===== src/rtl/mips_multicycle_controller_pkg.sv =====
// Shared encodings for the multicycle MIPS controller: opcodes, functs, ALU codes and FSM states.
package mips_defs;

  localparam logic [5:0] OP_RTYPE = 6'b000000;
  localparam logic [5:0] OP_LW    = 6'b100011;
  localparam logic [5:0] OP_SW    = 6'b101011;
  localparam logic [5:0] OP_BEQ   = 6'b000100;
  localparam logic [5:0] OP_ADDI  = 6'b001000;
  localparam logic [5:0] OP_J     = 6'b000010;

  localparam logic [5:0] FUNCT_ADD = 6'b100000;
  localparam logic [5:0] FUNCT_SUB = 6'b100010;
  localparam logic [5:0] FUNCT_AND = 6'b100100;
  localparam logic [5:0] FUNCT_OR  = 6'b100101;
  localparam logic [5:0] FUNCT_SLT = 6'b101010;

  localparam logic [2:0] ALUCTL_ADD = 3'b010;
  localparam logic [2:0] ALUCTL_SUB = 3'b110;
  localparam logic [2:0] ALUCTL_AND = 3'b000;
  localparam logic [2:0] ALUCTL_OR  = 3'b001;
  localparam logic [2:0] ALUCTL_SLT = 3'b111;

  localparam logic [1:0] SRCB_REG  = 2'b00;
  localparam logic [1:0] SRCB_FOUR = 2'b01;
  localparam logic [1:0] SRCB_IMM  = 2'b10;
  localparam logic [1:0] SRCB_IMM2 = 2'b11;

  localparam logic [1:0] PCSRC_ALU    = 2'b00;
  localparam logic [1:0] PCSRC_ALUOUT = 2'b01;
  localparam logic [1:0] PCSRC_JUMP   = 2'b10;

  // ALUOP_IDLE yields an all-zero alucontrol in states that do not use the ALU.
  typedef enum logic [1:0] {
    ALUOP_ADD   = 2'b00,
    ALUOP_SUB   = 2'b01,
    ALUOP_FUNCT = 2'b10,
    ALUOP_IDLE  = 2'b11
  } aluop_t;

  typedef enum logic [3:0] {
    S_FETCH  = 4'd0,
    S_DECODE = 4'd1,
    S_MEMADR = 4'd2,
    S_MEMRD  = 4'd3,
    S_MEMWB  = 4'd4,
    S_MEMWR  = 4'd5,
    S_EXEC   = 4'd6,
    S_ALUWB  = 4'd7,
    S_BRANCH = 4'd8,
    S_ADDIEX = 4'd9,
    S_ADDIWB = 4'd10,
    S_JUMP   = 4'd11
  } state_t;

endpackage


===== src/rtl/mips_multicycle_controller_aludec.sv =====
// ALU decoder: maps the FSM's aluop and the instruction funct field to an ALU operation.
module aludec
  import mips_defs::*;
(
  input  aluop_t     aluop,
  input  logic [5:0] funct,
  output logic [2:0] alucontrol,
  output logic       funct_illegal
);

  always_comb begin
    alucontrol    = '0;
    funct_illegal = 1'b0;
    case (aluop)
      ALUOP_ADD: alucontrol = ALUCTL_ADD;
      ALUOP_SUB: alucontrol = ALUCTL_SUB;
      ALUOP_FUNCT: begin
        case (funct)
          FUNCT_ADD: alucontrol = ALUCTL_ADD;
          FUNCT_SUB: alucontrol = ALUCTL_SUB;
          FUNCT_AND: alucontrol = ALUCTL_AND;
          FUNCT_OR:  alucontrol = ALUCTL_OR;
          FUNCT_SLT: alucontrol = ALUCTL_SLT;
          default: begin
            alucontrol    = ALUCTL_ADD;
            funct_illegal = 1'b1;
          end
        endcase
      end
      default: alucontrol = '0;
    endcase
  end

endmodule


===== src/rtl/mips_multicycle_controller.sv =====
// Moore main controller for the multicycle MIPS datapath; produces all mux selects and write enables.
module mips_multicycle_controller
  import mips_defs::*;
(
  input  logic       clk,
  input  logic       reset,
  input  logic [5:0] op,
  input  logic [5:0] funct,
  input  logic       zero,
  output logic       pcen,
  output logic       iord,
  output logic       memwrite,
  output logic       irwrite,
  output logic       regdst,
  output logic       memtoreg,
  output logic       regwrite,
  output logic       alusrca,
  output logic [1:0] alusrcb,
  output logic [1:0] pcsrc,
  output logic [2:0] alucontrol,
  output logic       illegal
);

  state_t state, state_next, cur;
  aluop_t aluop;
  logic   pcwrite, branch, funct_illegal;
  logic   memwrite_s, irwrite_s, regwrite_s, illegal_s;

  always_ff @(posedge clk) begin
    if (reset) state <= S_FETCH;
    else       state <= state_next;
  end

  // Outputs decode as FETCH while reset is high; enables are masked below.
  assign cur = reset ? S_FETCH : state;

  aludec u_aludec (
    .aluop         (aluop),
    .funct         (funct),
    .alucontrol    (alucontrol),
    .funct_illegal (funct_illegal)
  );

  always_comb begin
    state_next = S_FETCH;
    aluop      = ALUOP_IDLE;
    pcwrite    = 1'b0;
    branch     = 1'b0;
    iord       = 1'b0;
    memwrite_s = 1'b0;
    irwrite_s  = 1'b0;
    regdst     = 1'b0;
    memtoreg   = 1'b0;
    regwrite_s = 1'b0;
    alusrca    = 1'b0;
    alusrcb    = SRCB_REG;
    pcsrc      = PCSRC_ALU;
    illegal_s  = 1'b0;
    case (cur)
      S_FETCH: begin
        alusrcb    = SRCB_FOUR;
        aluop      = ALUOP_ADD;
        irwrite_s  = 1'b1;
        pcwrite    = 1'b1;
        state_next = S_DECODE;
      end
      S_DECODE: begin
        alusrcb = SRCB_IMM2;
        aluop   = ALUOP_ADD;
        case (op)
          OP_LW, OP_SW: state_next = S_MEMADR;
          OP_RTYPE:     state_next = S_EXEC;
          OP_BEQ:       state_next = S_BRANCH;
          OP_ADDI:      state_next = S_ADDIEX;
          OP_J:         state_next = S_JUMP;
          default: begin
            illegal_s  = 1'b1;
            state_next = S_FETCH;
          end
        endcase
      end
      S_MEMADR: begin
        alusrca    = 1'b1;
        alusrcb    = SRCB_IMM;
        aluop      = ALUOP_ADD;
        state_next = (op == OP_LW) ? S_MEMRD : S_MEMWR;
      end
      S_MEMRD: begin
        iord       = 1'b1;
        state_next = S_MEMWB;
      end
      S_MEMWB: begin
        memtoreg   = 1'b1;
        regwrite_s = 1'b1;
      end
      S_MEMWR: begin
        iord       = 1'b1;
        memwrite_s = 1'b1;
      end
      S_EXEC: begin
        alusrca    = 1'b1;
        aluop      = ALUOP_FUNCT;
        illegal_s  = funct_illegal;
        state_next = funct_illegal ? S_FETCH : S_ALUWB;
      end
      S_ALUWB: begin
        regdst     = 1'b1;
        regwrite_s = 1'b1;
      end
      S_BRANCH: begin
        alusrca = 1'b1;
        aluop   = ALUOP_SUB;
        pcsrc   = PCSRC_ALUOUT;
        branch  = 1'b1;
      end
      S_ADDIEX: begin
        alusrca    = 1'b1;
        alusrcb    = SRCB_IMM;
        aluop      = ALUOP_ADD;
        state_next = S_ADDIWB;
      end
      S_ADDIWB: regwrite_s = 1'b1;
      S_JUMP: begin
        pcsrc   = PCSRC_JUMP;
        pcwrite = 1'b1;
      end
      default: state_next = S_FETCH;
    endcase
  end

  assign pcen     = ~reset & (pcwrite | (branch & zero));
  assign memwrite = ~reset & memwrite_s;
  assign irwrite  = ~reset & irwrite_s;
  assign regwrite = ~reset & regwrite_s;
  assign illegal  = ~reset & illegal_s;

endmodule


===== config.mk =====
export PLATFORM = sky130hd
export DESIGN_NAME = mips_multicycle_controller
export DESIGN_NICKNAME = d
export VERILOG_FILES = /design/src/rtl/mips_multicycle_controller_pkg.sv /design/src/rtl/mips_multicycle_controller_aludec.sv /design/src/rtl/mips_multicycle_controller.sv
export SDC_FILE = /design/constraint.sdc
export NUM_CORES = 1
export LEC_CHECK = 0
export CAP_MARGIN = 20
export CORE_UTILIZATION = 36
export DETAILED_ROUTE_END_ITERATION = 8
export PLACE_DENSITY = 0.75
export SLEW_MARGIN = 40
export SYNTH_ARGS = -nofsm -noshare
export SYNTH_HDL_FRONTEND = slang
export SYNTH_HIERARCHICAL = 1
export SYNTH_SLANG_ARGS = --single-unit

===== constraint.sdc =====
create_clock -name clk -period 2 [get_ports clk]
set_clock_uncertainty 0.05 [all_clocks]
set_input_delay 0.4 -clock clk [delete_from_list [all_inputs] [get_ports clk]]
set_output_delay 0.4 -clock clk [all_outputs]
set_load 0.03 [all_outputs]

Word level (Yosys, flattened, before mapping)
Index checks and enable logic that the tools add are counted.

Input port bits: 15. Output and inout port bits: 16. Register bits: 4.

Equality and inequality tests: 23. Multiplexer cells: 23. Reduce and logical (&&, ||, !) cells: 12. Bitwise logic cells: 8.

Operators with widths (number): 6-bit == test, second input constant (7); 4-bit case mux with 6 select lines (1); 4-bit case mux with 5 select lines (1); 4-bit by 3-bit == test with 1-bit output, second input constant (4); 4-bit == test, second input constant (4); 1-bit 2-to-1 mux (12); 2-bit case mux with 3 select lines (2); 3-bit case mux with 4 select lines (1); 3-bit case mux with 3 select lines (1); 4-bit by 2-bit == test with 1-bit output, second input constant (2); 2-bit OR reduction (4); 4-bit OR reduction (2); 1-bit AND (6); 6-bit by 2-bit == test with 1-bit output, second input constant (1); 6-bit by 3-bit == test with 1-bit output, second input constant (1); 6-bit by 4-bit == test with 1-bit output, second input constant (1); 6-bit zero test (1); 3-bit 2-to-1 mux (2); 6-bit OR reduction (1); 5-bit OR reduction (1); 4-bit by 1-bit == test with 1-bit output, second input constant (1); 4-bit zero test (1); 4-bit 2-to-1 mux (1); 2-bit case mux with 2 select lines (1); 7 further kinds (7).

Depth between registers and ports, before layout
Depth after elaboration: 8. Depth in mapped cells: 10.

Cells and area by module
The synthesis kept the hierarchy.

Modules (own cells, without submodules): mips_multicycle_controller (sequential area each 80.1 µm², cells each 81, area an instance 546.8 µm², instances 1); aludec (sequential area each 0.0 µm², cells each 13, area an instance 92.6 µm², instances 1).

Worst setup path before layout
Ideal clock, no wire load.

Path kind: flip-flop to output port. Start point: register state[1]. End point: output port illegal. Stages on the path, launching flop included: 8. Path slack: -0.394 ns. Data arrival time: 1.944 ns. Required time: 1.550 ns. Path buffers: 2. Cells stage by stage: dfxtp_1 > clkbuf_1 > clkbuf_1 > o21ai_1 > a21oi_1 > inv_1 > a311oi_2 > a32o_1.

Cells in the longest elaborated chain, start to end: 8. Elaborated cells between the ends (all ways): 13. Classes of those cells: 6 x eq/ne; 4 x mux; 1 x bitwise; 2 x reduce/logical.

RTL lines: start: declaration (RTL line mips_multicycle_controller.sv:24) `state_t state, state_next, cur;`; start signal: assignment (RTL line mips_multicycle_controller.sv:31) `else state <= state_next;`; 4-bit 2-to-1 mux * (RTL line mips_multicycle_controller.sv:35) `assign cur = reset ? S_FETCH : state;`; 4-bit by 1-bit == test with 1-bit output, or another cell as far along (RTL line mips_multicycle_controller.sv:59) `case (cur)`; 4-bit OR reduction (no line); 2-bit case mux with 3 select lines * (RTL line mips_multicycle_controller.sv:59); named net aluop[1] (RTL line mips_multicycle_controller.sv:25) `aluop_t aluop;`; 2-bit == test * (RTL line mips_multicycle_controller_aludec.sv:14) `case (aluop)`; 1-bit 2-to-1 mux * (RTL line mips_multicycle_controller_aludec.sv:14); named net funct_illegal (RTL line mips_multicycle_controller.sv:26) `logic pcwrite, branch, funct_illegal;`; 1-bit case mux with 2 select lines * (RTL line mips_multicycle_controller.sv:59); 1-bit AND * (RTL line mips_multicycle_controller.sv:135) `assign illegal = ~reset & illegal_s;`; end: declaration (RTL line mips_multicycle_controller.sv:21) `output logic illegal`.

Mark *: on every way through the listed nets, which the timed path passes. The rest lies on a longest branch.

Worst setup path after layout
Start point: register state[0]. End point: output port illegal.

Cells in the longest elaborated chain, start to end: 8. Elaborated cells between the ends (all ways): 13. Classes of those cells: 6 x eq/ne; 4 x mux; 1 x bitwise; 2 x reduce/logical.

RTL lines (RTL line): 4-bit 2-to-1 mux * (mips_multicycle_controller.sv:35); 4-bit by 1-bit == test with 1-bit output, or another cell as far along (mips_multicycle_controller.sv:59); 4-bit OR reduction (no line); 2-bit case mux with 3 select lines (mips_multicycle_controller.sv:59); 2-bit == test (mips_multicycle_controller_aludec.sv:14); 1-bit 2-to-1 mux (mips_multicycle_controller_aludec.sv:14); 1-bit case mux with 2 select lines * (mips_multicycle_controller.sv:59); 1-bit AND * (mips_multicycle_controller.sv:135).

Mark *: on every way between the ends. The rest lies on a longest branch, timed or not.

==> results.toml <==
[flow_run]
drv_cap = 0

[floorplan]
core_um2 = 1580
rows = 14
die-height_um = 44.1
fp.dieArea_um2 = 1950
num_io_pins = 31
start_util_pct = 40.6
fp.dieW_um = 44.1

[critical_path]
cp.arrival_ns = 1.71
crit_start = "state[0]"
crit_end = "illegal"
r2r_start = "state[0]"
r2r_end = "state[0]"
worstRegToRegCells = 6
path_max_fanout = 11
endpoint_kind = "output pin"
reg2reg_slack_ns = 0.08
crit_type = "register to output pin"
crit_required_ns = 1.55
start_kind = "register"

[pwr]
seqPwrFrac_pct = 24.1
switching_share_pct = 34.1
power_mw = 0.350
power_density_nw_per_um2 = 287
irDropWorstVdd_mv = 0.310
comb_power_share_pct = 47.5
power.internal_mw = 0.231
switchingPower_mw = 0.119
p_leak_nw = 0.520
clockPowerShare_pct = 28.4

[finish]
top_regs = "state x4"
area_growth_pct = 91.0
final_cell_area_um2 = 1220
final_util_pct = 77.5
n_antenna_cell = 0
final_cells = 167
final_nets = 168
regMostFlops = "state"
drive_gt1_share_pct = 53.0
largest_reg_flops = 4

[placed_design]
placed_cell_area_um2 = 1110
place_hpwl_um = 1710
portBuffers = 30
post-place-ws_ns = -0.500
gp_congestion = 0.810
dp_cells = 161

[clocking]
clkTransAtPathRegs_ns = 0.04
clockRootBuffer = "clkbuf_4"
cts_buffers = 3
cts.htree.levels = 1
cts_buffer_depth = 2
cts_tree = "yes"
clock-sinks = 4
worstSkewPairLatency_ns = 0.23

[drt]
drtPass1Iterations = 6
drtIter0Drc = 37
vias = 994
drt_wl_total_um = 2580
viasPerCell = 5.95
final_antenna_net_count = 0
wl_per_cell_um = 15.4
drc = 2

[grt]
antenna_found_initial = 0
grt_overflow = 0
grt_pass1_wl_um = 3620
grt_pass1_vias = 876
grt_usage_pct = 24.9
grt_max_degree = 12

[sta]
relSlewSlack_pct = 73.4
finalMaxSlewViolations = 0
finalHoldViolCount = 0
setup_violations = 3
worst_pin_slew_ns = 0.395
rsz0062_at_grt = "yes"
fin_ws_ns = -0.159
period_needed_ns = 2.16
fmax_mhz = 463
fin_crit_sh_pct = 108

[synthesis]
yosys_warnings = 6
synthTopCellsByArea = "dfxtp_1 13%, nor2_1 8.2%, nor3_1 5.5%"
syn-num-nets = 109
synth_area_per_cell_um2 = 6.80
ys_ff_latch = 4
synth_top_area_share_pct = 12.5
async_flop_share_pct = 0
ys_seq_area_share_pct = 12.5
synth_edf_count = 0
synth_area_leader_cell = "dfxtp_1"
synth_area_um2 = 639
synth.distinct_cells = 42
postSynthCellCount = 94
synth_common_cells = "14 x nor2_1, 7 x nand2_1, 7 x nor3_1"
synth_flop_cell = "dfxtp_1"
post-synth-top-count-cell = "nor2_1"

[min_path]
worstHoldStart = "op[0]"
hold_path.class = "input port to register"
hold_depth = 5

[status]
violations = "design-rule violations, negative setup slack"
status = "finished, violations left"
[layout make-up]
type	instances	area [um2]
clock buffer	3	22.5
inverter	4	15.0
tap	16	20.0
fill	121	355
multi-input combinational	78	587
timing repair buffer	62	492
sequential	4	85.1
[critical path, stage by stage, from the launching register on]
cell and delay, ns:
dfxtp_1 0.39, buf_4 0.21, or4b_4 0.50, nor2_2 0.12, a32o_2 0.13, buf_6 0.13
[per-stage QoR]
step           setup TNS [ns]  hold slack, ns
3_3_place_gp            -1.55           0.637
3_5_place_dp            -1.72           0.651
6_report               -0.192           0.543
2_1_floorplan          -0.512           0.477
4_1_cts                -0.225           0.644
5_1_grt                -0.469           0.595
[cells in the final DEF (no fill, tap or decap), types with 4 or more instances in the layout]
cell type      instances
nand2b_1               4
dlygate4sd2_1          5
buf_6                  4
nor3_1                 7
nor2_1                11
nand2_1                7
buf_4                 44
clkbuf_2               4
[worst min-delay path by stage]
stage / slack, ns / to
after floorplan: 0.48 / state[3]
after global placement: 0.64 / state[2]
after detailed placement: 0.65 / state[2]
after CTS: 0.64 / state[2]
after global routing: 0.60 / state[1]
final: 0.54 / state[1]
[what timing repair did]
item | 4_1_cts | 5_1_grt
hold endpoints to repair | 0 | 0
pin swaps | 8 | 9
hold buffers | 0 | 0
resized for setup | 20 | 21
gates cloned | 0 | 0
setup endpoints to repair | 8 | 9
buffers inserted | 0 | 3
[power by group through the flow]
| stage | Clock (mW) | Sequential [mW] | Combinational [mW] |
|---|---|---|---|
| 2_1_floorplan | 0 | 0.0846 | 0.0731 |
| 6_report | 0.0995 | 0.0845 | 0.166 |
| 3_5_place_dp | 0 | 0.0865 | 0.156 |
| 4_1_cts | 0.0983 | 0.0853 | 0.156 |
| 5_1_grt | 0.105 | 0.0848 | 0.176 |
| 3_3_place_gp | 0 | 0.0863 | 0.153 |
[cells by family (layout without fill, tap and decap cells)]
family	Yosys count	in the layout	synth area share (%)
flip-flops	4	4	12.5
AO/OA/AOI/OAI	24	24	27.4
AND/OR/NAND/NOR	50	50	45.6
XOR/XNOR	2	2	2.74
buffers and inverters	12	69	8.41
multiplexers	2	2	3.33
[routing by layer]
layer	up-vias	part of all wire, %	track usage, %	routed length (um)
li1	468	-	-	-
met1	458	39	27.4	1000
met2	60	52	45.9	1330
met3	8	7.0	4.08	180
met4	0	2.4	11.5	62
met5	-	0	0	0
(Power assumes the default switching activity.)
